--- config.mk ---
export PLATFORM = sky130hd
export DESIGN_NAME = op_scheduler
export DESIGN_NICKNAME = d
export VERILOG_FILES = /design/src/rtl/op_sched_pkg.sv /design/src/rtl/rr_arbiter.sv /design/src/rtl/op_scheduler.sv
export SDC_FILE = /design/constraint.sdc
export NUM_CORES = 1
export LEC_CHECK = 0
export ABC_AREA = 1
export CORE_AREA = 2 2 104 106
export CTS_CLUSTER_DIAMETER = 100
export DETAILED_ROUTE_END_ITERATION = 10
export DIE_AREA = 0 0 106 108
export PLACE_DENSITY = 0.8
export SYNTH_ARGS = -nofsm -noshare
export SYNTH_HDL_FRONTEND = slang
export SYNTH_SLANG_ARGS = --single-unit
--- constraint.sdc ---
create_clock -name CLK -period 1.81 [get_ports CLK]
set_input_delay 0.543 -clock CLK [delete_from_list [all_inputs] [get_ports CLK]]
set_output_delay 0.543 -clock CLK [all_outputs]
set_load 0.01 [all_outputs]
--- src/rtl/op_sched_pkg.sv ---
// Shared definitions for the operation scheduler: FSM state encoding and
// the default sizing constants used by the top-level parameters.
package op_sched_pkg;

    typedef enum logic [1:0] {
        IDLE  = 2'd0,
        ISSUE = 2'd1,
        DONE  = 2'd2,
        GAP   = 2'd3
    } state_e;

    localparam int DEF_BW   = 16;
    localparam int DEF_NREQ = 4;
    localparam int DEF_TMO  = 64;

endpackage

--- src/rtl/rr_arbiter.sv ---
// Round-robin arbiter: the requester at index ptr_i has highest priority,
// priority then decreases with increasing index and wraps to 0.
module rr_arbiter #(
    parameter int N  = 4,
    parameter int PW = (N > 1) ? $clog2(N) : 1
) (
    input  logic [N-1:0]  req_i,
    input  logic [PW-1:0] ptr_i,
    output logic [N-1:0]  gnt_o
);

    logic [N-1:0] hi_mask;
    logic [N-1:0] req_hi;
    logic [N-1:0] gnt_hi;
    logic [N-1:0] gnt_all;

    // Positions at or above the pointer form the first search window.
    for (genvar gi = 0; gi < N; gi++) begin : g_mask
        assign hi_mask[gi] = (PW'(gi) >= ptr_i);
    end

    assign req_hi  = req_i & hi_mask;
    // Lowest set bit isolation; the wrapped search falls back to all requests.
    assign gnt_hi  = req_hi & (~req_hi + N'(1));
    assign gnt_all = req_i & (~req_i + N'(1));
    assign gnt_o   = (|req_hi) ? gnt_hi : gnt_all;

endmodule

--- src/rtl/op_scheduler.sv ---
// Shares one multi-cycle operation unit among NREQ requesters. Each grant
// latches the requester's operands, holds start to the unit until it answers
// ready or a watchdog expires, then acknowledges with a one-cycle pulse.
module op_scheduler
    import op_sched_pkg::*;
#(
    parameter int BW   = DEF_BW,
    parameter int NREQ = DEF_NREQ,
    parameter int TMO  = DEF_TMO
) (
    input  logic               CLK,
    input  logic               RST,
    input  logic [NREQ-1:0]    REQ,
    input  logic [NREQ*BW-1:0] IN0,
    input  logic [NREQ*BW-1:0] IN1,
    output logic [NREQ-1:0]    ACK,
    output logic [BW-1:0]      RES,
    output logic               ERR,
    output logic               OP_ST,
    output logic [BW-1:0]      OP_IN0,
    output logic [BW-1:0]      OP_IN1,
    input  logic               OP_RD,
    input  logic [BW-1:0]      OP_RES
);

    localparam int PW = (NREQ > 1) ? $clog2(NREQ) : 1;
    localparam int WW = (TMO > 1) ? $clog2(TMO) : 1;

    state_e          state_q, state_d;
    logic [PW-1:0]   ptr_q, ptr_d;
    logic [PW-1:0]   gidx_q, gidx_d;
    logic [BW-1:0]   opa_q, opa_d;
    logic [BW-1:0]   opb_q, opb_d;
    logic [WW-1:0]   wdog_q, wdog_d;
    logic [BW-1:0]   res_q, res_d;
    logic            err_q, err_d;
    logic            arm_q;

    logic [NREQ-1:0] req_eff;
    logic [NREQ-1:0] gnt_oh;
    logic [PW-1:0]   gnt_idx;
    logic [BW-1:0]   in0_arr [NREQ];
    logic [BW-1:0]   in1_arr [NREQ];

    // Unflatten the operand buses into per-requester slices.
    for (genvar gi = 0; gi < NREQ; gi++) begin : g_slice
        assign in0_arr[gi] = IN0[gi*BW +: BW];
        assign in1_arr[gi] = IN1[gi*BW +: BW];
    end

    // Requests are ignored on the first edge after reset release.
    assign req_eff = REQ & {NREQ{arm_q}};

    rr_arbiter #(
        .N  (NREQ),
        .PW (PW)
    ) u_arb (
        .req_i (req_eff),
        .ptr_i (ptr_q),
        .gnt_o (gnt_oh)
    );

    // One-hot grant to binary index: bit gj of the index is the OR of the
    // grant lines whose position has bit gj set.
    for (genvar gj = 0; gj < PW; gj++) begin : g_enc
        logic [NREQ-1:0] sel;
        for (genvar gi = 0; gi < NREQ; gi++) begin : g_bit
            assign sel[gi] = (((gi >> gj) % 2) == 1) ? gnt_oh[gi] : 1'b0;
        end
        assign gnt_idx[gj] = |sel;
    end

    // Next-state logic: grant, issue with watchdog, acknowledge, idle gap.
    always_comb begin
        state_d = state_q;
        ptr_d   = ptr_q;
        gidx_d  = gidx_q;
        opa_d   = opa_q;
        opb_d   = opb_q;
        wdog_d  = wdog_q;
        res_d   = res_q;
        err_d   = err_q;
        case (state_q)
            IDLE: begin
                if (|req_eff) begin
                    gidx_d  = gnt_idx;
                    opa_d   = in0_arr[gnt_idx];
                    opb_d   = in1_arr[gnt_idx];
                    wdog_d  = '0;
                    state_d = ISSUE;
                end
            end
            ISSUE: begin
                // Ready wins over a coincident watchdog expiry.
                if (OP_RD) begin
                    res_d   = OP_RES;
                    err_d   = 1'b0;
                    state_d = DONE;
                end else if (wdog_q == WW'(TMO - 1)) begin
                    res_d   = '0;
                    err_d   = 1'b1;
                    state_d = DONE;
                end else begin
                    wdog_d = wdog_q + WW'(1);
                end
            end
            DONE: begin
                ptr_d   = (gidx_q == PW'(NREQ - 1)) ? '0 : gidx_q + PW'(1);
                wdog_d  = '0;
                state_d = GAP;
            end
            GAP: begin
                state_d = IDLE;
            end
            default: begin
                state_d = IDLE;
            end
        endcase
    end

    // State and datapath registers with asynchronous reset.
    always_ff @(posedge CLK or negedge RST) begin
        if (!RST) begin
            state_q <= IDLE;
            ptr_q   <= '0;
            gidx_q  <= '0;
            opa_q   <= '0;
            opb_q   <= '0;
            wdog_q  <= '0;
            res_q   <= '0;
            err_q   <= 1'b0;
            arm_q   <= 1'b0;
        end else begin
            state_q <= state_d;
            ptr_q   <= ptr_d;
            gidx_q  <= gidx_d;
            opa_q   <= opa_d;
            opb_q   <= opb_d;
            wdog_q  <= wdog_d;
            res_q   <= res_d;
            err_q   <= err_d;
            arm_q   <= 1'b1;
        end
    end

    // Completion pulse for the latched grant, only in the DONE cycle.
    always_comb begin
        ACK = '0;
        if (state_q == DONE) begin
            ACK[gidx_q] = 1'b1;
        end
    end

    assign OP_ST  = (state_q == ISSUE);
    assign OP_IN0 = opa_q;
    assign OP_IN1 = opb_q;
    assign RES    = res_q;
    assign ERR    = err_q;

endmodule

Word-level counts from Yosys, hierarchy flattened
Index checks and enable logic that the tools add are counted.
{"block": "op_classes", "add_sub_neg": 4, "n_lt_le_gt_ge": 7, "eq_ne": 9, "muxes": 23, "n_bitwise": 7, "n_reduce_logical": 12}
{"operator": "16-bit 2-to-1 mux", "n": 6}
{"operator": "16-bit binary-select mux with 2-bit select", "n": 2}
{"operator": "6-bit 2-to-1 mux", "n": 3}
{"operator": "6-bit one-hot mux with 3 select lines", "n": 1}
{"operator": "4-bit AND", "n": 4}
{"operator": "4-bit by 1-bit adder with 4-bit output, second input constant", "n": 2}
{"operator": "2-bit 2-to-1 mux", "n": 4}
{"operator": "4-bit 2-to-1 mux", "n": 2}
{"operator": "4-bit inverter", "n": 2}
{"operator": "2-bit one-hot mux with 4 select lines", "n": 1}
{"operator": "4-bit OR reduction", "n": 2}
{"operator": "6-bit by 1-bit adder with 6-bit output, second input constant", "n": 1}
{"operator": "2-bit equality test, second input constant", "n": 3}
{"operator": "6-bit equality test, second input constant", "n": 1}
{"operator": "2-bit inequality test, second input constant", "n": 3}
{"operator": "2-bit AND reduction", "n": 3}
{"operator": "1-bit by 2-bit >= comparator with 1-bit output, first input constant", "n": 2}
{"operator": "2-bit >= comparator, first input constant", "n": 2}
{"operator": "4-bit AND reduction", "n": 1}
{"operator": "2-bit OR reduction", "n": 2}
{"operator": "3-bit >= comparator, second input constant", "n": 1}
{"operator": "2-bit by 3-bit < comparator with 1-bit output, second input constant", "n": 1}
{"operator": "1-bit 2-to-1 mux", "n": 3}
{"operator": "3-bit by 1-bit inequality test with 1-bit output, second input constant", "n": 1}
{"operator": "other kinds (9)", "n": 9}
{"block": "totals", "ff_bits": 62, "input_bits": 151, "out_inout_bits": 54, "wordCells": 71}

Logic depth before layout (Yosys ltp)
Gate-level depths: netlist of the first run.
{"block": "depth", "depth_word": 11, "ltp_mapped": 12, "ltp_nobuf": 11}

By module
From an unflattened synthesis of the first run, not the netlist that was laid out.
{"block": "unflattened", "cells_unflattened": 534, "hier_area_um2": 3762.4}
{"mod": "op_scheduler", "n_inst": 1, "cells_per_inst": 511, "area_each_um2": 3658.5}
{"mod": "rr_arbiter", "n_inst": 1, "cells_per_inst": 23, "area_each_um2": 103.8}

Least setup slack after synthesis of the first run
No wires, ideal clock.
{"block": "synth_timing", "kind": "input to register", "startpoint": "input REQ[1]", "endpoint": "register opa_q[0] (netlist: OP_IN0[0])", "setup_ps": 124, "arrival_time_ps": 1510, "required_time_ps": 1686, "setup_slack_ps": 176, "cell_stages": 8, "path_buffers": 2, "path_cell_list": "o21ai_1 > nand2_1 > o21ai_2 > buf_4 > nor2_4 > buf_2 > nand3_1 > nand3_1"}
{"block": "synth_via", "elab_chain_cells": 11, "word_cells_on_any_way": 18, "cone_classes": "add/sub: 2; mux: 4; bitwise: 7; reduce/logical: 5"}
{"item": "from (decl)", "line": "op_scheduler.sv:13", "source": "input logic [NREQ-1:0] REQ,"}
{"item": "4-bit AND *", "line": "op_scheduler.sv:52", "source": "assign req_eff = REQ & {NREQ{arm_q}};"}
{"item": "4-bit AND", "line": "rr_arbiter.sv:22", "source": "assign req_hi = req_i & hi_mask;"}
{"item": "4-bit inverter", "line": "rr_arbiter.sv:24", "source": "assign gnt_hi = req_hi & (~req_hi + N'(1));"}
{"item": "4-bit by 1-bit adder with 4-bit output", "line": "rr_arbiter.sv:24"}
{"item": "4-bit AND", "line": "rr_arbiter.sv:24"}
{"item": "4-bit 2-to-1 mux", "line": "rr_arbiter.sv:26", "source": "assign gnt_o = (|req_hi) ? gnt_hi : gnt_all;"}
{"item": "2-bit OR reduction", "line": "op_scheduler.sv:70", "source": "assign gnt_idx[gj] = |sel;"}
{"item": "2-bit inverter with 3-bit output (implied by the code)", "line": "op_scheduler.sv:87", "source": "opa_d = in0_arr[gnt_idx];"}
{"item": "16-bit binary-select mux with 2-bit select", "line": "op_scheduler.sv:87"}
{"item": "16-bit 2-to-1 mux (implied by the code) (2 in a row)", "line": "op_scheduler.sv:87"}
{"item": "to (signal assigned)", "line": "op_scheduler.sv:137", "source": "opa_q <= opa_d;"}
{"item": "to (decl)", "line": "op_scheduler.sv:32", "source": "logic [BW-1:0] opa_q, opa_d;"}
Every way passes the cells marked *; elsewhere a longest branch is shown, timed or not. The select of a mux whose other input is x is not followed.
A chain may end at the register's enable or synchronous reset.

Final worst setup path of the first run
{"block": "layout_timing", "startpoint": "register res_q[12] (netlist: RES[12])", "endpoint": "output RES[12]"}
{"item": "from (decl)", "line": "op_scheduler.sv:35", "source": "logic [BW-1:0] res_q, res_d;"}
{"item": "from (signal assigned)", "line": "op_scheduler.sv:140", "source": "res_q <= res_d;"}
{"item": "to (decl)", "line": "op_scheduler.sv:17", "source": "output logic [BW-1:0] RES,"}
No word-level cell between the ends.

==> metrics.txt, run 1 <==
# TYPE chip_impl_metric gauge
chip_impl_metric{name="layout_cells_sized_above_1",unit=""} 0.131
chip_impl_metric{name="syn_inst",unit=""} 624
chip_impl_metric{name="gp_routability_congestion",unit=""} 0.935
chip_impl_metric{name="worstSkewPairLatency",unit="ns"} 0.33
chip_impl_metric{name="worst_hold_slack",unit="ns"} 0.196
chip_impl_metric{name="antenna_violating_nets_post_route",unit=""} 0
chip_impl_metric{name="synth-async-reset-ratio",unit=""} 1.00
chip_impl_metric{name="fin_nets",unit=""} 1012
chip_impl_metric{name="initial_core_util",unit=""} 0.416
chip_impl_info{name="cts_tree",value="yes"} 1
chip_impl_metric{name="leakage",unit="nW"} 4.16
chip_impl_info{name="post_synth_main_area_contributors",value="sky130_fd_sc_hd__dfrtp_1 (36%), sky130_fd_sc_hd__nand2_1 (18%), sky130_fd_sc_hd__nand3_1 (13%)"} 1
chip_impl_metric{name="total_of_buffers_placed_on_input_and_output_ports",unit=""} 204
chip_impl_info{name="cts_root_buffer",value="sky130_fd_sc_hd__clkbuf_8"} 1
chip_impl_metric{name="place.detailed.hpwl",unit="mm"} 10.4
chip_impl_metric{name="critical_path_peak_fanout",unit=""} 2
chip_impl_info{name="critPathLaunchType",value="flip-flop"} 1
chip_impl_metric{name="drt-pass1-iter-count",unit=""} 6
chip_impl_metric{name="ys_seq_elements",unit=""} 62
chip_impl_metric{name="pin_count",unit=""} 205
chip_impl_info{name="timing.critical_path.cells",value="clkdlybuf4s50_1"} 1
chip_impl_metric{name="setup_tns",unit="ns"} 0
chip_impl_metric{name="post_drt_via_cell_ratio",unit=""} 4.92
chip_impl_metric{name="die-height",unit="um"} 108
chip_impl_metric{name="fin_crit",unit="ns"} 1.77
chip_impl_metric{name="critPathBufInv",unit=""} 1
chip_impl_metric{name="final.period_utilization",unit=""} 0.977
chip_impl_metric{name="number_of_global_route_vias_before_repair",unit=""} 4880
chip_impl_metric{name="finish.cell_count_without_fillers",unit=""} 992
chip_impl_info{name="critical_path.endpoint_type",value="primary output"} 1
chip_impl_metric{name="final_area",unit="um2"} 7190
chip_impl_metric{name="postSynthNetCount",unit=""} 784
chip_impl_metric{name="p_int",unit="W"} 0.00548
chip_impl_metric{name="drt_iter0_drc",unit=""} 241
chip_impl_metric{name="max-vdd-ir-drop",unit="mV"} 0.633
chip_impl_metric{name="power.density",unit="nW/um2"} 1220
chip_impl_info{name="outcome",value="completed"} 1
chip_impl_metric{name="critical_path_max_stage_delay",unit="ns"} 0.54
chip_impl_metric{name="ctsHoldBuffers",unit=""} 0
chip_impl_info{name="setup.worst_path.class",value="flip-flop to primary output"} 1
chip_impl_metric{name="clock_tree.buffer_depth",unit=""} 2
chip_impl_metric{name="worstPathArrival",unit="ns"} 1.23
chip_impl_metric{name="fmax",unit="GHz"} 0.565
chip_impl_metric{name="number_of_enable_type_register_cells_in_the_synthesized_netlist",unit=""} 0
chip_impl_metric{name="antenna_found_initial",unit=""} 0
chip_impl_info{name="worst_hold_path_type",value="primary input to asynchronous set/reset pin"} 1
chip_impl_metric{name="hold_violations",unit=""} 0
chip_impl_metric{name="placedInstanceArea",unit="um2"} 6560
chip_impl_metric{name="synth_top_area_frac",unit=""} 0.364
chip_impl_metric{name="yosysSeqAreaShare",unit=""} 0.364
chip_impl_metric{name="htreeDepth",unit=""} 3
chip_impl_metric{name="area_grow_syn2layout",unit="%"} 68.8
chip_impl_metric{name="grt_max_degree",unit=""} 63
chip_impl_metric{name="floorplan.die_area",unit="um2"} 11400
chip_impl_info{name="timing.critical_path.slowest_stage_cell",value="sky130_fd_sc_hd__clkdlybuf4s50_1"} 1
chip_impl_metric{name="grt_pass1_wl",unit="mm"} 22.7
chip_impl_metric{name="route.detailed.wl_per_inst",unit="um"} 14.4
chip_impl_metric{name="finClkSkew",unit="ns"} 0.00822
chip_impl_metric{name="placement_rows",unit=""} 37
chip_impl_metric{name="placed_cells",unit=""} 962
chip_impl_metric{name="overflow",unit=""} 0
chip_impl_metric{name="synth_area_per_cell",unit="um2"} 6.83
chip_impl_metric{name="synth.cell_area",unit="um2"} 4260
chip_impl_metric{name="combPwrFrac",unit=""} 0.548
chip_impl_metric{name="number_of_antenna_repair_diodes",unit=""} 0
chip_impl_metric{name="core",unit="um2"} 10200
chip_impl_metric{name="post_synth_num_cell_types",unit=""} 32
chip_impl_metric{name="tritoncts.num_buffers",unit=""} 9
chip_impl_info{name="yosysTopAreaCell",value="sky130_fd_sc_hd__dfrtp_1"} 1
chip_impl_metric{name="cts.clk_slew.worst_paths",unit="ns"} 0.07
chip_impl_metric{name="power.share.sequential",unit=""} 0.276
chip_impl_metric{name="p_sw",unit="W"} 0.00329
chip_impl_metric{name="clockPowerShare",unit=""} 0.176
chip_impl_metric{name="route.detailed.drc",unit=""} 0
chip_impl_metric{name="die_width",unit="um"} 106
chip_impl_metric{name="count_of_maximum_capacitance_violations",unit=""} 0
chip_impl_metric{name="power.share.switching",unit=""} 0.375
chip_impl_metric{name="critPathRequiredTime",unit="ns"} 1.27
chip_impl_metric{name="detail_route.wirelength",unit="mm"} 14.3
chip_impl_info{name="leading_register_cell_type_out_of_synthesis",value="sky130_fd_sc_hd__dfrtp_1"} 1
chip_impl_metric{name="synth-warning-count",unit=""} 0
chip_impl_info{name="synthMostInstantiatedCell",value="sky130_fd_sc_hd__nand2_1"} 1
chip_impl_info{name="netlist_top_cells_count",value="sky130_fd_sc_hd__nand2_1 (200), sky130_fd_sc_hd__inv_1 (127), sky130_fd_sc_hd__nand3_1 (109)"} 1
chip_impl_metric{name="layout.core_utilization",unit=""} 0.703
chip_impl_metric{name="clock_sinks",unit=""} 62
chip_impl_metric{name="report.final.setup_viol",unit=""} 0
chip_impl_info{name="path_delay_family",value="buffers and inverters"} 1
chip_impl_metric{name="globalRouteTotalUtil",unit=""} 0.249
chip_impl_metric{name="vias",unit=""} 4882
chip_impl_metric{name="final-max-slew-violation-count",unit=""} 0
==> layer usage <==
layer,wire [um],GRT usage,part of all wire,vias to the layer above
met5,0,0,0,-
met4,566,0.123,0.040,0
met3,1090,0.0530,0.076,41
met2,7150,0.434,0.50,227
met1,5530,0.293,0.39,2264
li1,-,-,-,2350
==> state kept, by name, indices dropped and copies added (netlist names) <==
signal / count
OP_IN0: 16
ptr_q: 2
ERR: 1
gidx_q: 2
arm_q: 1
OP_IN1: 16
wdog_q: 6
state_q: 2
RES: 16
==> worst paths after layout <==
path | startpoint | endpoint | slack, ns | cells past startpoint
setup reg to reg | arm_q | OP_IN0[3] | 0.08 | 14
hold / removal | RST | wdog_q[4] | 0.20 | 2
min in group CLK | RES[4] | RES[4] | 0.49 | 1
setup / recovery | RES[12] | RES[12] | 0.04 | 1
max in group asynchronous | RST | gidx_q[0] | 1.29 | 2
hold reg to reg | RES[4] | RES[4] | 0.49 | 1
==> final cells by class <==
type | instances | area, um2
Clock inverter | 3 | 90.1
Clock buffer | 12 | 165
Inverter | 135 | 514
Multi-Input combinational cell | 397 | 2050
Tap cell | 136 | 170
Sequential cell | 62 | 1560
Timing Repair Buffer | 247 | 2640
Fill cell | 835 | 3040
==> cell usage in the layout, fill, tap and decap left out, types with 6 or more instances in the layout <==
master	synthesis	routed
sky130_fd_sc_hd__nand2_1	200	197
sky130_fd_sc_hd__clkdlybuf4s50_1	0	150
sky130_fd_sc_hd__inv_1	127	121
sky130_fd_sc_hd__nand3_1	109	108
sky130_fd_sc_hd__dfrtp_1	62	59
sky130_fd_sc_hd__dlymetal6s2s_1	0	32
sky130_fd_sc_hd__buf_4	5	25
sky130_fd_sc_hd__a22o_1	16	16
sky130_fd_sc_hd__dlygate4sd2_1	0	15
sky130_fd_sc_hd__or2_0	13	13
sky130_fd_sc_hd__nand3_2	11	12
sky130_fd_sc_hd__clkbuf_8	0	12
sky130_fd_sc_hd__buf_12	0	12
sky130_fd_sc_hd__inv_2	6	11
sky130_fd_sc_hd__nor2_1	12	11
sky130_fd_sc_hd__buf_6	5	7
sky130_fd_sc_hd__ha_1	9	6
==> power by group through the flow <==
stage	Clock [W]	Sequential, W	Combinational (W)
after detailed placement	0	0.00240	0.00456
final	0.00154	0.00242	0.00481
after global placement	0	0.00238	0.00445
after floorplan	0	0.00258	0.00209
after global routing	0.00162	0.00249	0.00524
after CTS	0.00157	0.00241	0.00480
==> kinds of logic after synthesis <==
kind of cell               count (synthesis)  synth area share
adders and majority gates                  9            0.0264
AOI/OAI and AO/OA                         26            0.0461
muxes                                      2           0.00529
buffers and inverters                    165             0.169
DFF                                       62             0.364
other                                      1          0.000880
xor gates and xnor gates                   3           0.00617
and+or+nand+nor                          356             0.382
==> repair_timing <==
action,in CTS,in global routing
endpoints found under the hold margin,0,0
pin swaps,3,6
setup buffers,7,5
setup endpoints to repair,49,42
gates cloned,3,0
gates resized for setup,52,51
==> per-stage QoR <==
stage / power [W] / setup slack [ns]
global placement: 0.00684 / -0.415
CTS: 0.00878 / -0.0608
floorplan: 0.00467 / 0.176
finish: 0.00877 / 0.0414
detailed placement: 0.00696 / -0.432
global route: 0.00936 / -0.0312
No activity file was read; power rests on OpenSTA's default activity.
==> run 2, diff against run 1 <==
- REMOVE_ABC_BUFFERS: default -> 1
==> metrics.txt, run 2 (synthesis gave the netlist of run 1 again) <==
# TYPE chip_impl_metric gauge
chip_impl_metric{name="gp_routability_congestion",unit=""} 0.876
chip_impl_info{name="outcome",value="completed"} 1
chip_impl_info{name="leading_cell_type_in_the_layout_fill_and_taps_excluded",value="sky130_fd_sc_hd__nand2_1"} 1
chip_impl_info{name="timing.critical_path.cells",value="inv_2 -> ha_1 -> nand2_2 -> inv_2 -> buf_6"} 1
chip_impl_info{name="grt_setup_unrepaired",value="yes"} 1
chip_impl_metric{name="r2r_slack",unit="ns"} 0.08
chip_impl_metric{name="worst_hold_slack",unit="ns"} 0.175
chip_impl_metric{name="antenna_found_initial",unit=""} 0
chip_impl_metric{name="final.period_utilization",unit=""} 0.986
chip_impl_metric{name="timing.slew.headroom",unit=""} 0.647
chip_impl_metric{name="die-height",unit="um"} 108
chip_impl_metric{name="final-max-slew-violation-count",unit=""} 0
chip_impl_metric{name="antenna_violating_nets_post_route",unit=""} 0
chip_impl_metric{name="worstPathArrival",unit="ns"} 1.24
chip_impl_info{name="cts_root_buffer",value="sky130_fd_sc_hd__clkbuf_8"} 1
chip_impl_metric{name="number_of_global_route_vias_before_repair",unit=""} 4733
chip_impl_metric{name="report.final.setup_viol",unit=""} 0
chip_impl_info{name="critical_path.endpoint_type",value="primary output"} 1
chip_impl_metric{name="area_grow_syn2layout",unit="%"} 73.2
chip_impl_metric{name="total_of_buffers_placed_on_input_and_output_ports",unit=""} 204
chip_impl_metric{name="r2r_cells",unit=""} 11
chip_impl_metric{name="grt_max_degree",unit=""} 39
chip_impl_metric{name="layout_cells_sized_above_1",unit=""} 0.153
chip_impl_metric{name="critPathRequiredTime",unit="ns"} 1.27
chip_impl_metric{name="layout.core_utilization",unit=""} 0.721
chip_impl_metric{name="drt_iter0_drc",unit=""} 373
chip_impl_metric{name="globalRouteTotalUtil",unit=""} 0.233
chip_impl_info{name="crit-reg2reg-launch",value="arm_q"} 1
chip_impl_metric{name="placement_rows",unit=""} 37
chip_impl_metric{name="floorplan.die_area",unit="um2"} 11400
chip_impl_metric{name="fmax",unit="GHz"} 0.561
chip_impl_metric{name="hold_violations",unit=""} 0
chip_impl_metric{name="placed_cells",unit=""} 967
chip_impl_info{name="setup.worst_path.class",value="flip-flop to primary output"} 1
chip_impl_info{name="critPathLaunchType",value="flip-flop"} 1
chip_impl_metric{name="post_drt_via_cell_ratio",unit=""} 4.91
chip_impl_metric{name="cts.clk_slew.worst_paths",unit="ns"} 0.08
chip_impl_metric{name="overflow",unit=""} 0
chip_impl_metric{name="vias",unit=""} 4910
chip_impl_info{name="worst_hold_path_type",value="primary input to asynchronous set/reset pin"} 1
chip_impl_metric{name="leakage",unit="nW"} 4.16
chip_impl_metric{name="critical_path_peak_fanout",unit=""} 4
chip_impl_metric{name="multi_input_area",unit="um2"} 2120
chip_impl_metric{name="filler_cell_count",unit=""} 753
chip_impl_metric{name="setup_tns",unit="ns"} 0
chip_impl_metric{name="placedInstanceArea",unit="um2"} 6650
chip_impl_metric{name="clock_sinks",unit=""} 62
chip_impl_metric{name="fin_crit",unit="ns"} 1.78
chip_impl_metric{name="pin_count",unit=""} 205
chip_impl_metric{name="grt_pass1_wl",unit="mm"} 21.5
chip_impl_metric{name="finish.cell_count_without_fillers",unit=""} 1001
chip_impl_metric{name="count_of_maximum_capacitance_violations",unit=""} 0
chip_impl_info{name="path_delay_family",value="flip-flops"} 1
chip_impl_metric{name="route.detailed.drc",unit=""} 0
chip_impl_metric{name="max-vdd-ir-drop",unit="mV"} 0.629
chip_impl_metric{name="critical_path_max_stage_delay",unit="ns"} 0.44
chip_impl_info{name="crit_path_frequent_cell",value="sky130_fd_sc_hd__inv_2"} 1
chip_impl_info{name="cts_tree",value="yes"} 1
chip_impl_metric{name="clock_tree.buffer_depth",unit=""} 2
chip_impl_metric{name="initial_core_util",unit=""} 0.416
chip_impl_metric{name="die_width",unit="um"} 106
chip_impl_info{name="timing.critical_path.slowest_stage_cell",value="sky130_fd_sc_hd__dfrtp_2"} 1
chip_impl_metric{name="fin_nets",unit=""} 1020
chip_impl_metric{name="finClkSkew",unit="ns"} 0.0111
chip_impl_metric{name="total_area_of_sequential_cells",unit="um2"} 1560
chip_impl_metric{name="power.density",unit="nW/um2"} 1210
chip_impl_metric{name="number_of_antenna_repair_diodes",unit=""} 0
chip_impl_metric{name="worst_slew_pin_slew",unit="ns"} 0.529
chip_impl_metric{name="final_area",unit="um2"} 7380
chip_impl_metric{name="worstSkewPairLatency",unit="ns"} 0.34
chip_impl_metric{name="place.detailed.hpwl",unit="mm"} 10.1
chip_impl_metric{name="htreeDepth",unit=""} 3
chip_impl_metric{name="detail_route.wirelength",unit="mm"} 14.2
chip_impl_info{name="rr_endpoint",value="OP_IN0[0]"} 1
chip_impl_metric{name="route.detailed.wl_per_inst",unit="um"} 14.2
chip_impl_metric{name="tritoncts.num_buffers",unit=""} 9
chip_impl_metric{name="drt-pass1-iter-count",unit=""} 5
chip_impl_info{name="leading_cell_types_in_the_layout_fill_and_taps_excluded",value="sky130_fd_sc_hd__nand2_1 (192), sky130_fd_sc_hd__clkdlybuf4s50_1 (150), sky130_fd_sc_hd__inv_1 (119)"} 1
chip_impl_metric{name="core",unit="um2"} 10200
chip_impl_metric{name="critPathBufInv",unit=""} 3
-- run 2: changes by cell type in the layout (fill, tap and decap cells not counted), moves of 5 or more --
cell | before | now
sky130_fd_sc_hd__clkbuf_16 | 0 | 7
sky130_fd_sc_hd__dlygate4sd2_1 | 15 | 23
sky130_fd_sc_hd__dlymetal6s2s_1 | 32 | 25
sky130_fd_sc_hd__nand2_1 | 197 | 192
-- run 2: power by group --
group | total (W) | internal [W] | switching, W
logic | 0.00513 | 0.00262 | 0.00252
clock network | 0.00140 | 0.000822 | 0.000582
registers | 0.00238 | 0.00200 | 0.000378
-- run 2: how the worst max path moves through the flow --
stage	startpoint	to	slack, ns	cells after the start
after floorplan	REQ[1]	OP_IN0[10]	-0.46	6
after global placement	REQ[1]	OP_IN0[8]	-0.39	11
after detailed placement	REQ[1]	OP_IN1[5]	-0.47	11
after CTS	REQ[0]	OP_IN0[14]	-0.02	11
after global routing	gidx_q[0]	ACK[2]	-0.03	5
final	gidx_q[0]	ACK[2]	0.03	5
-- run 2: final cells by class --
type	count	area share
inverter	135	0.0701
sequential	62	0.211
clock inverter	6	0.0126
clock buffer	10	0.0187
multi-input combinational	397	0.287
tap	136	0.0231
timing repair buffer	255	0.378
-- run 2: metal layers --
layer	share of wire	routed length (um)	GRT usage	vias up
li1	-	-	-	2373
met1	0.39	5470	0.275	2264
met2	0.52	7330	0.417	235
met3	0.070	993	0.0458	38
met4	0.028	396	0.0959	0
met5	0	0	0	-
-- run 2: timing repair --
| item | 4_1_cts | 5_1_grt |
|---|---|---|
| pin swaps | 0 | 11 |
| setup endpoints to repair | 41 | 72 |
| hold buffers | 0 | 0 |
| hold endpoints to repair | 0 | 0 |
| cloned | 1 | 7 |
| buffers inserted | 3 | 8 |
| gates resized for setup | 60 | 59 |
-- run 2: stage by stage --
stage	total power (W)	worst slack, ns
global placement	0.00691	-0.390
global route	0.00955	-0.0326
CTS	0.00850	-0.0185
floorplan	0.00445	-0.459
finish	0.00892	0.0260
detailed placement	0.00707	-0.469
-- run 2: worst reg2reg max path, cell delays in order, from the launching register on --
cell	delay [ns]
sky130_fd_sc_hd__dfrtp_2	0.45
sky130_fd_sc_hd__nand2_2	0.08
sky130_fd_sc_hd__inv_2	0.05
sky130_fd_sc_hd__nand2_4	0.06
sky130_fd_sc_hd__nand3_4	0.09
sky130_fd_sc_hd__nand2_4	0.13
sky130_fd_sc_hd__nand2_8	0.07
sky130_fd_sc_hd__buf_12	0.16
sky130_fd_sc_hd__clkbuf_16	0.15
sky130_fd_sc_hd__or2_0	0.20
sky130_fd_sc_hd__nand3_1	0.08
sky130_fd_sc_hd__nand3_1	0.09
==> run 3, diff against run 2 <==
- GPL_ROUTABILITY_DRIVEN: default -> 1
==> results of run 3 <==
Final layout, timing and power as in run 2 (identical DEF).
